[config.mk]
export PLATFORM = sky130hd
export DESIGN_NAME = div_share_arbiter
export DESIGN_NICKNAME = d
export VERILOG_FILES = /design/src/rtl/div_pkg.sv /design/src/rtl/div_restore_step.sv /design/src/rtl/div_share_arbiter.sv
export SDC_FILE = /design/constraint.sdc
export NUM_CORES = 1
export LEC_CHECK = 0
export CAP_MARGIN = 20
export CORE_MARGIN = 5
export CORE_UTILIZATION = 50
export DETAILED_ROUTE_END_ITERATION = 16
export PLACE_DENSITY = 0.86
export REMOVE_ABC_BUFFERS = 1
export SLEW_MARGIN = 30
export SYNTH_ARGS = -nofsm -noshare
export SYNTH_HDL_FRONTEND = slang
export SYNTH_SLANG_ARGS = --single-unit
[constraint.sdc]
create_clock -name clk -period 11 [get_ports clk]
set_clock_uncertainty 0.2 [all_clocks]
set_input_delay 2.2 -clock clk [delete_from_list [all_inputs] [get_ports clk]]
set_output_delay 2.2 -clock clk [all_outputs]
set_load 0.01 [all_outputs]
[src/rtl/div_pkg.sv]
// Shared types and helpers for the divider-sharing arbiter: state encoding,
// default sizes and the round-robin search.
package div_pkg;

  typedef enum logic [1:0] {
    IDLE = 2'd0,
    CALC = 2'd1,
    DONE = 2'd2
  } state_e;

  localparam int DEF_WIDTH = 3;
  localparam int DEF_NREQ  = 4;
  localparam int RR_W      = 3;
  localparam int RR_N      = 8;

  // First valid requester after ptr, wrapping at nreq; 0 when nothing is valid.
  function automatic logic [RR_W-1:0] rr_next(input logic [RR_W-1:0] ptr,
                                               input logic [RR_N-1:0] valid,
                                               input int              nreq);
    logic [RR_W-1:0] gnt;
    logic            found;
    int              idx;
    gnt   = '0;
    found = 1'b0;
    for (int i = 1; i <= RR_N; i++) begin
      idx = int'(ptr) + i;
      if (idx >= nreq) idx = idx - nreq;
      if (i <= nreq && !found && valid[idx[RR_W-1:0]]) begin
        gnt   = idx[RR_W-1:0];
        found = 1'b1;
      end
    end
    return gnt;
  endfunction

endpackage

[src/rtl/div_restore_step.sv]
// One restoring-division iteration: shift the next dividend bit into the
// partial remainder and subtract the divisor when it fits.
module div_restore_step #(
  parameter int WIDTH = 3
) (
  input  logic [WIDTH-1:0] rem,
  input  logic [WIDTH-1:0] dq,
  input  logic [WIDTH-1:0] divisor,
  output logic [WIDTH-1:0] rem_next,
  output logic [WIDTH-1:0] dq_next
);

  logic [WIDTH-1:0] partial;
  logic [WIDTH:0]   trial;

  // rem stays below 2^(i) after i steps, so its MSB is never shifted out.
  always_comb begin
    partial = {rem[WIDTH-2:0], dq[WIDTH-1]};
    trial   = {1'b0, partial} - {1'b0, divisor};
    if (!trial[WIDTH]) begin
      rem_next = trial[WIDTH-1:0];
      dq_next  = {dq[WIDTH-2:0], 1'b1};
    end else begin
      rem_next = partial;
      dq_next  = {dq[WIDTH-2:0], 1'b0};
    end
  end

endmodule

[src/rtl/div_share_arbiter.sv]
// Round-robin arbiter sharing one iterative restoring divider between NREQ
// requesters; one quotient bit per clock, result held until accepted.
//
// state | meaning
// IDLE  | waiting for a request; req_ready offered to the round-robin winner
// CALC  | one restoring step per clock, WIDTH steps
// DONE  | result held on rsp_*, waiting for rsp_ready
module div_share_arbiter
  import div_pkg::*;
#(
  parameter int WIDTH = DEF_WIDTH,
  parameter int NREQ  = DEF_NREQ,
  parameter int IDW   = 2
) (
  input  logic                  clk,
  input  logic                  rst,
  input  logic [NREQ-1:0]       req_valid,
  output logic [NREQ-1:0]       req_ready,
  input  logic [NREQ*WIDTH-1:0] req_dividend,
  input  logic [NREQ*WIDTH-1:0] req_divisor,
  output logic                  rsp_valid,
  input  logic                  rsp_ready,
  output logic [IDW-1:0]        rsp_id,
  output logic [WIDTH-1:0]      rsp_quotient,
  output logic [WIDTH-1:0]      rsp_remainder,
  output logic                  rsp_div_by_zero,
  output logic                  busy
);

  localparam int CW = (WIDTH > 1) ? $clog2(WIDTH) : 1;

  state_e           state_q, state_d;
  logic [IDW-1:0]   rr_ptr_q, rr_ptr_d;
  logic [IDW-1:0]   id_q, id_d;
  logic [CW-1:0]    cnt_q, cnt_d;
  logic [WIDTH-1:0] rem_q, rem_d;
  logic [WIDTH-1:0] dq_q, dq_d;
  logic [WIDTH-1:0] dvs_q, dvs_d;
  logic             dbz_q, dbz_d;

  logic [RR_W-1:0]  gnt_full;
  logic [IDW-1:0]   gnt;
  logic             any_valid;
  logic             accept;
  logic [WIDTH-1:0] sel_dividend;
  logic [WIDTH-1:0] sel_divisor;
  logic [WIDTH-1:0] step_rem;
  logic [WIDTH-1:0] step_dq;

  assign gnt_full     = rr_next(RR_W'(rr_ptr_q), RR_N'(req_valid), NREQ);
  assign gnt          = gnt_full[IDW-1:0];
  assign any_valid    = |req_valid;
  assign sel_dividend = req_dividend[int'(gnt)*WIDTH +: WIDTH];
  assign sel_divisor  = req_divisor[int'(gnt)*WIDTH +: WIDTH];
  assign accept       = |(req_valid & req_ready);

  if (IDW < RR_W) begin : g_pad
    logic unused_gnt_hi;
    assign unused_gnt_hi = ^gnt_full[RR_W-1:IDW];
  end

  always_comb begin
    req_ready = '0;
    if (!rst && state_q == IDLE && any_valid) req_ready[gnt] = 1'b1;
  end

  div_restore_step #(.WIDTH(WIDTH)) u_step (
    .rem      (rem_q),
    .dq       (dq_q),
    .divisor  (dvs_q),
    .rem_next (step_rem),
    .dq_next  (step_dq)
  );

  always_comb begin
    state_d  = state_q;
    rr_ptr_d = rr_ptr_q;
    id_d     = id_q;
    cnt_d    = cnt_q;
    rem_d    = rem_q;
    dq_d     = dq_q;
    dvs_d    = dvs_q;
    dbz_d    = dbz_q;
    case (state_q)
      IDLE: begin
        if (accept) begin
          id_d     = gnt;
          rr_ptr_d = gnt;
          cnt_d    = '0;
          dvs_d    = sel_divisor;
          if (sel_divisor != '0) begin
            state_d = CALC;
            rem_d   = '0;
            dq_d    = sel_dividend;
            dbz_d   = 1'b0;
          end else begin
            state_d = DONE;
            rem_d   = sel_dividend;
            dq_d    = '1;
            dbz_d   = 1'b1;
          end
        end
      end
      CALC: begin
        rem_d = step_rem;
        dq_d  = step_dq;
        cnt_d = cnt_q + CW'(1);
        if (cnt_q == CW'(WIDTH - 1)) state_d = DONE;
      end
      DONE: begin
        if (rsp_ready) state_d = IDLE;
      end
      default: state_d = IDLE;
    endcase
  end

  always_ff @(posedge clk) begin
    if (rst) begin
      state_q  <= IDLE;
      rr_ptr_q <= IDW'(NREQ - 1);
      id_q     <= '0;
      cnt_q    <= '0;
      rem_q    <= '0;
      dq_q     <= '0;
      dvs_q    <= '0;
      dbz_q    <= 1'b0;
    end else begin
      state_q  <= state_d;
      rr_ptr_q <= rr_ptr_d;
      id_q     <= id_d;
      cnt_q    <= cnt_d;
      rem_q    <= rem_d;
      dq_q     <= dq_d;
      dvs_q    <= dvs_d;
      dbz_q    <= dbz_d;
    end
  end

  assign rsp_valid       = (state_q == DONE);
  assign busy            = (state_q != IDLE);
  assign rsp_id          = id_q;
  assign rsp_quotient    = dq_q;
  assign rsp_remainder   = rem_q;
  assign rsp_div_by_zero = dbz_q;

endmodule

# ---- Word level (Yosys, flattened, before mapping)
# Index checks and enable logic that the tools add are counted.
# W data, S select, Z words.
dict set report classes {
  addsub 10
  mul 1
  magnitude_cmp 10
  n_eq_ne 6
  shifts 2
  muxes 38
  bitwise_logic 1
  reduce_logical 19
}
# op n
set ops {}
lappend ops {{$shiftx A12 B32 Y3} 1}
lappend ops {{$mux W3} 9}
lappend ops {{$mux W2} 9}
lappend ops {{$lt A3 B4 Y1 const B} 4}
lappend ops {{$bmux W1 S3} 4}
lappend ops {{$pmux W3 S2} 2}
lappend ops {{$shiftx A12 B5 Y3} 1}
lappend ops {{$sub A3 B3 Y3 const B} 4}
lappend ops {{$mux W1} 10}
lappend ops {{$ge A3 B3 Y1 const B} 3}
lappend ops {{$reduce_or A4 Y1} 2}
lappend ops {{$add A2 B2 Y3 const B} 2}
lappend ops {{$logic_and A1 B1 Y1} 6}
lappend ops {{$pmux W2 S3} 1}
lappend ops {{$add A2 B3 Y4 const B} 1}
lappend ops {{$and A4 B4 Y4} 1}
lappend ops {{$eq A2 B2 Y1 const B} 2}
lappend ops {{$ge A4 B3 Y1 const B} 1}
lappend ops {{$logic_not A1 Y1} 4}
lappend ops {{$mul A2 B2 Y4 const B} 1}
lappend ops {{$mux W4} 1}
lappend ops {{$ne A2 B2 Y1 const B} 2}
lappend ops {{$pmux W2 S2} 1}
lappend ops {{$reduce_and A2 Y1} 2}
lappend ops {{12 further kinds} 13}
dict set report word_totals {
  reg_bits 18
  out_inout_bits 15
  wordCells 95
}

# ---- Logic depth before layout (Yosys ltp)
dict set report logic_depth {
  ltp_word 24
  mapped_depth 13
}

# ---- Hierarchy
# Synthesis repeated with hierarchy kept, for this count alone.
dict set report unflattened {
  cells_unflattened 161
  hier_area_um2 1380.1
}
# module n_inst cells_each area_each_um2 seq_area_each_um2
set by_module_without_submodules {}
lappend by_module_without_submodules {div_share_arbiter 1 144 1221.2 360.3}
lappend by_module_without_submodules {div_restore_step 1 17 158.9 0.0}

# ---- Worst setup path after synthesis
# Ideal clock, no wire load.
dict set report synth_path {
  path_kind {input-to-output}
  from {in req_valid[0]}
  to {out req_ready[2]}
  t_arrival_ns 3.826
  path_slack_ns 4.774
  stages 5
  cell_sequence {buf_2 > nor2_1 > a2111oi_0 > nand2_1 > nor2_1}
}
dict set report synth_via {
  elab_chain_cells 17
}
# item line
set synth_rtl {}
lappend synth_rtl {{from (decl)} div_share_arbiter.sv:17} ;# input logic [NREQ-1:0] req_valid,
lappend synth_rtl {{$bmux W1 S3} div_pkg.sv:28} ;# if (i <= nreq && !found && valid[idx[RR_W-1:0]]) begin
lappend synth_rtl {{$mux W1 (implied by the code)} div_pkg.sv:28}
lappend synth_rtl {{$mux W1} div_pkg.sv:28}
lappend synth_rtl {{$logic_not A1 Y1} div_pkg.sv:28}
lappend synth_rtl {{$logic_and A1 B1 Y1} div_pkg.sv:28}
lappend synth_rtl {{$mux W1} div_pkg.sv:28}
lappend synth_rtl {{$logic_not A1 Y1} div_pkg.sv:28}
lappend synth_rtl {{$logic_and A1 B1 Y1} div_pkg.sv:28}
lappend synth_rtl {{$mux W1} div_pkg.sv:28}
lappend synth_rtl {{$logic_not A1 Y1} div_pkg.sv:28}
lappend synth_rtl {{$logic_and A1 B1 Y1} div_pkg.sv:28}
lappend synth_rtl {{$mux W2} div_pkg.sv:28}
lappend synth_rtl {{$lt A2 B3 Y1 (implied by the code) / $ge A2 B1 Y1 (equally long branches)} div_share_arbiter.sv:64} ;# if (!rst && state_q == IDLE && any_valid) req_ready[gnt] = 1'b1;
lappend synth_rtl {{$logic_and A1 B1 Y1 (implied by the code)} div_share_arbiter.sv:64}
lappend synth_rtl {{$mux W1 (implied by the code)} div_share_arbiter.sv:64}
lappend synth_rtl {{$demux W1 S2} div_share_arbiter.sv:64}
lappend synth_rtl {{$mux W4 (*)} div_share_arbiter.sv:64}
lappend synth_rtl {{to (decl)} div_share_arbiter.sv:18} ;# output logic [NREQ-1:0] req_ready,
# Every way passes the cells marked *; elsewhere a longest branch is shown, timed or not. The select of a mux whose other input is x is not followed.

# ---- Worst setup path after layout
# Ends and elaborated chain as after synthesis.

==> out/summary.txt <==
DRC errors left: 0
Synth cell types: 50
Root Driver: clkbuf_4
initial antenna violation count: 0
Mapped Avg Cell Area: 8.297 um^2
Synth Instances: 171
final hold viol count: 0
Seq pwr share: 0.237
Final Power: 468.2 uW
CTS tree: built
Sink Count: 18
Yosys warnings: 0
CTS Hold Buffers Added: 0
RSZ-0062 raised after global routing: false
Min Clock Period, post-route: 7178 ps
maxcap violations: 0
dpl hpwl: 3121 um
Worst Hold Class: reg2reg
post-synthesis sequential area ratio: 0.2540
Max rail drop VDD: 192.8 uV
Tightest Pin Transition: 758.0 ps
num ports: 46
Highest Clock Rate: 0.1393 GHz
net switching power: 216.1 uW
CP startpoint kind: primary input
CP max FO: 9
Data arrival, critical path: 4780 ps
post_cts resized: 0
GPL Wtd Cong: 0.9375
CP endpoint kind: primary output
Synth Register Bits: 18
Num CTS Buffers: 3
port bufs: 45
Tcrit/Tclk final: 0.6525
commonest non-fill, non-tap cell in the layout: clkdlybuf4s50_1
Power Dens Cells: 247.8 nW/um^2
total die area: 4003 um^2
clock share of power: 0.089
nets: 248
Die X: 63.27 um
P&R area growth vs syn: 33.16%
CP required: 8600 ps
Main synth FF type: dfxtp_1
Initial Utilization: 0.5190
Avg WL per Cell: 16.79 um
clock buffer depth: 2
largest net degree at the start of global routing: 21
post-route setup TNS: 0 ps
first-pass GRT wire length: 7086 um
Cell Area, Synth: 1419 um^2
status: complete, no violations
antenna viol nets, final: 0
Starting DRT DRC Count: 104
first-pass detailed-route iteration total: 4
total grt overflow: 0
n_diodes: 0
Final Max Slew Viols: 0
die height: 63.27 um
Post-synth EDFFs: 0
H-Tree Depth: 1
row cnt: 19
core area: 2734 um^2
clock slew at reported path FFs: 110 ps
number of buffers added for setup after CTS: 0
critical path class: in2out
vias in the first global route: 1547
Skew-Pair Late Insertion Delay: 300 ps
Post-synth ARST share: 0
LEAKAGE: 0.7631 nW
Setup violations, final: 0
Post-Route WL: 4046 um
Worst slew margin: 0.4936
Vias: 1484
Gate power share: 0.674
vias per inst: 6.158
commonest cells after routing, fill and taps aside: clkdlybuf4s50_1, nor2_1, dfxtp_1
switching part of the total power: 0.4615
GRT Total Usage: 0.2103
share of cells above drive strength 1: 0.09524
Internal Power: 252.1 uW
==> kinds of logic after synthesis <==
group / count (synthesis) / synth area share
multiplexers: 18 / 0.1429
buffers and inverters: 21 / 0.07319
AO/OA/AOI/OAI: 55 / 0.2937
flip-flops: 18 / 0.2540
AND/OR/NAND/NOR: 52 / 0.1720
adder cells (fa/ha/maj): 6 / 0.05820
XOR/XNOR: 1 / 0.006174
==> worst max-delay path: stages <==
cell and delay [ps]:
clkdlybuf4s50_1 650, mux2_2 220, nand3_1 100, a211o_1 410
nand2_1 350, nand2_1 170, nor2_1 130, clkdlybuf4s50_1 550
==> power by group through the flow <==
stage	logic, mW	registers (mW)	clock network (mW)
2_1_floorplan	0.203	0.113	0
3_3_place_gp	0.297	0.111	0
3_5_place_dp	0.310	0.111	0
4_1_cts	0.315	0.110	0.0419
5_1_grt	0.350	0.115	0.0443
6_report	0.315	0.111	0.0416
==> final timing paths <==
check / start / endpoint / slack (ps) / depth (start not counted)
worst max-delay path: req_valid[0] / req_ready[2] / 3820 / 8
worst min-delay path: rsp_id[1]$_SDFFE_PP0P_ / rsp_id[1]$_SDFFE_PP0P_ / 270 / 2
worst max register to register: rr_ptr_q[0]$_SDFFE_PP1P_ / rsp_remainder[2]$_SDFFE_PP0P_ / 6840 / 9
worst min register to register: rsp_id[1]$_SDFFE_PP0P_ / rsp_id[1]$_SDFFE_PP0P_ / 270 / 2
==> per-layer routing <==
layer	GRT usage	share of wire	routed length [um]
met5	0	0	0
met4	0.07532	0.022	91
met3	0.04440	0.078	317
met2	0.3744	0.49	1967
met1	0.2457	0.41	1669
==> Yosys cell counts, drive strengths merged (2+ instances only) <==
| master | count | share of area |
|---|---|---|
| ha | 5 | 0.044 |
| a31oi | 5 | 0.022 |
| a211oi | 3 | 0.016 |
| clkbuf | 6 | 0.016 |
| nor2b | 3 | 0.013 |
| and2 | 4 | 0.019 |
| a21boi | 2 | 0.011 |
| o31ai | 3 | 0.016 |
| a32oi | 4 | 0.025 |
| a21o | 2 | 0.011 |
| o32ai | 2 | 0.012 |
| o21ba | 2 | 0.014 |
| a21oi | 8 | 0.028 |
| o21ai | 9 | 0.032 |
| nand3 | 6 | 0.021 |
| o41ai | 2 | 0.026 |
| inv | 9 | 0.024 |
| dfxtp | 18 | 0.25 |
| nor2 | 18 | 0.048 |
| buf | 6 | 0.034 |
| nand2 | 13 | 0.034 |
| mux2i | 12 | 0.087 |
| nand2b | 2 | 0.0088 |
| mux2 | 5 | 0.040 |
| or2 | 2 | 0.0088 |
| a211o | 2 | 0.012 |
==> layout make-up <==
| cell class | count | area [um^2] |
|---|---|---|
| flip-flops and latches | 18 | 360.3 |
| clock buffers | 4 | 36.28 |
| multi-input cells | 132 | 954.7 |
| well taps | 31 | 38.79 |
| repair buffers | 47 | 465.4 |
| inverters | 9 | 33.78 |
| fillers | 229 | 844.6 |
==> through the flow <==
stage / instance area, um^2 / std cells / setup WS (ps) / hold slack, ps / util
after global placement: 1853 / 237 / 3915 / 247.4 / 0.6778
after global routing: 1889 / 241 / 3634 / 285.6 / 0.6911
after floorplan: 1349 / 159 / 4949 / 230.3 / -
final: 1889 / 241 / 3822 / 268.6 / 0.6911
after CTS: 1889 / 241 / 3831 / 270.0 / 0.6911
after detailed placement: 1853 / 237 / 3838 / 254.2 / 0.6778
==> registers in the layout (all words and copies together), names as in the netlist <==
register	count
cnt_q	2
dvs_q	3
rr_ptr_q	2
rsp_div_by_zero	1
rsp_id	2
rsp_quotient	3
rsp_remainder	3
state_q	2
Power figures use the tool's default switching activity.
==> RTL edit, RTL diff (same settings) <==
Encoding of `state_e`: now one-hot (3 bits for 3 states).
--- a/src/rtl/div_pkg.sv
+++ b/src/rtl/div_pkg.sv
@@ -2,10 +2,10 @@
 // default sizes and the round-robin search.
 package div_pkg;
 
-  typedef enum logic [1:0] {
-    IDLE = 2'd0,
-    CALC = 2'd1,
-    DONE = 2'd2
+  typedef enum logic [2:0] {
+    IDLE = 3'b001,
+    CALC = 3'b010,
+    DONE = 3'b100
   } state_e;
 
   localparam int DEF_WIDTH = 3;
Behaviour: same outputs for any inputs over 10 cycles, from zero or initial values and one cycle with rst high; not proved beyond that.
==> RTL edit against the original RTL <==
- wire length shrank 2.6%
- cell area rose by 1.6%
- clock power shrank 12%
- combinational power up 44%
- synthesized area up 1.5%
- cell count decreased by 1.2%
- die area up 1.3%
- sequential cell count up 1
- worst setup slack worse by 0.26 ns
- global-route usage shrank 1.6 points
- first-iteration DRC count down 25%
- total power is 32% higher
- critical path depth unchanged
==> RTL edit: results <==
[power]
combinationalPower_uw = 455
power_clock_uw = 36.5
power.internal_uw = 321
p_leak_nw = 0.735
ir_drop_mv = 0.233

[clock_tree]
h-tree-depth = 1
clk_latency_ns = 0.30
clock_path_buffers = 2

[timing]
worst_pin_slew_ns = 0.798

[routing]
wl_per_cell_um = 16.6
drt_first_pass_iters = 4
vias = 1438
drt_iter0_markers = 78

[logic_synthesis]
synthAdderAreaFrac_pct = 7.47
synthMuxAreaShare_pct = 14.3
synthTopCellsByCount = 20 x nor2_1, 19 x dfxtp_1, 13 x nand2_1
synth_compound_area_share_pct = 27.0
seq_area_frac_synth_pct = 26.4
async_flop_share_pct = 0
synth-xor-area-share_pct = 0.608
ys_types = 49
ys_warn_count = 0
synth_area_leaders = dfxtp_1 26%, mux4_2 9.4%, ha_1 6.1%, nor2_1 5.2%, o21a_1 3.6%

[worst_setup_path]
path_max_fanout = 10
arrival_ns = 5.04
critical_path.max_stage_delay_ns = 0.56

[placed_design]
placed_area_um2 = 1890
gp_congestion = 0.972
hpwl_um = 3090

[global_routing]
use_met2_pct = 34.3
grt_util_met3_pct = 4.44
grt_max_degree = 20
grt_pass1_wl_um = 6550
grt_pass1_vias = 1468
grtUsageMet1_pct = 22.5
grt_usage_pct = 19.5
antenna_found_initial = 0

[finish]
nets = 247
drive_gt1_share_pct = 10.6

[status]
status = finished, final reports clean
## RTL edit: worst max-delay path, delay by kind of cell
| family | cells | cell delay, ns |
|---|---|---|
| and+or+nand+nor | 2 | 0.40 |
| muxes | 1 | 0.36 |
| AOI/OAI and AO/OA | 3 | 0.98 |
| buffers and inverters | 2 | 1.10 |
## RTL edit: stage by stage
| step | cells | total power [mW] | utilization, % | worst slack, ns |
|---|---|---|---|---|
| final | 238 | 0.617 | 69.6 | 3.56 |
| after global routing | 238 | 0.666 | 69.6 | 3.31 |
| after CTS | 238 | 0.613 | 69.6 | 3.62 |
| after detailed placement | 234 | 0.577 | 68.6 | 3.63 |
| after global placement | 234 | 0.554 | 68.5 | 3.77 |
| after floorplan | 157 | 0.433 | - | 4.80 |
## RTL edit: cells by family after synthesis
family,after synthesis
multiplexers,12
AND/OR/NAND/NOR,53
buffers and inverters,19
adder cells (fa/ha/maj),8
XOR/XNOR,1
AO/OA/AOI/OAI,53
flip-flops,19
## RTL edit: worst paths after layout
| path | start | slack, ns | depth (start not counted) | endpoint |
|---|---|---|---|---|
| min | dvs_q[2] | 0.26 | 2 | dvs_q[2] |
| max reg2reg | rr_ptr_q[0] | 7.08 | 9 | rsp_remainder[1] |
| min reg2reg | dvs_q[2] | 0.26 | 2 | dvs_q[2] |
| max | req_valid[0] | 3.56 | 8 | req_ready[2] |
## RTL edit: layer usage
metal | up-vias | share of wire (%)
met5 | - | 0
met4 | 0 | 1.5
met3 | 7 | 6.5
met2 | 58 | 51
met1 | 677 | 41
li1 | 696 | -
## RTL edit: layout make-up
cell class / instances / area, um2
Clock buffer: 4 / 26.3
Multi-Input combinational cell: 127 / 975
Inverter: 11 / 41.3
Timing Repair Buffer: 46 / 458
Fill cell: 208 / 838
Tap cell: 31 / 38.8
Sequential cell: 19 / 380
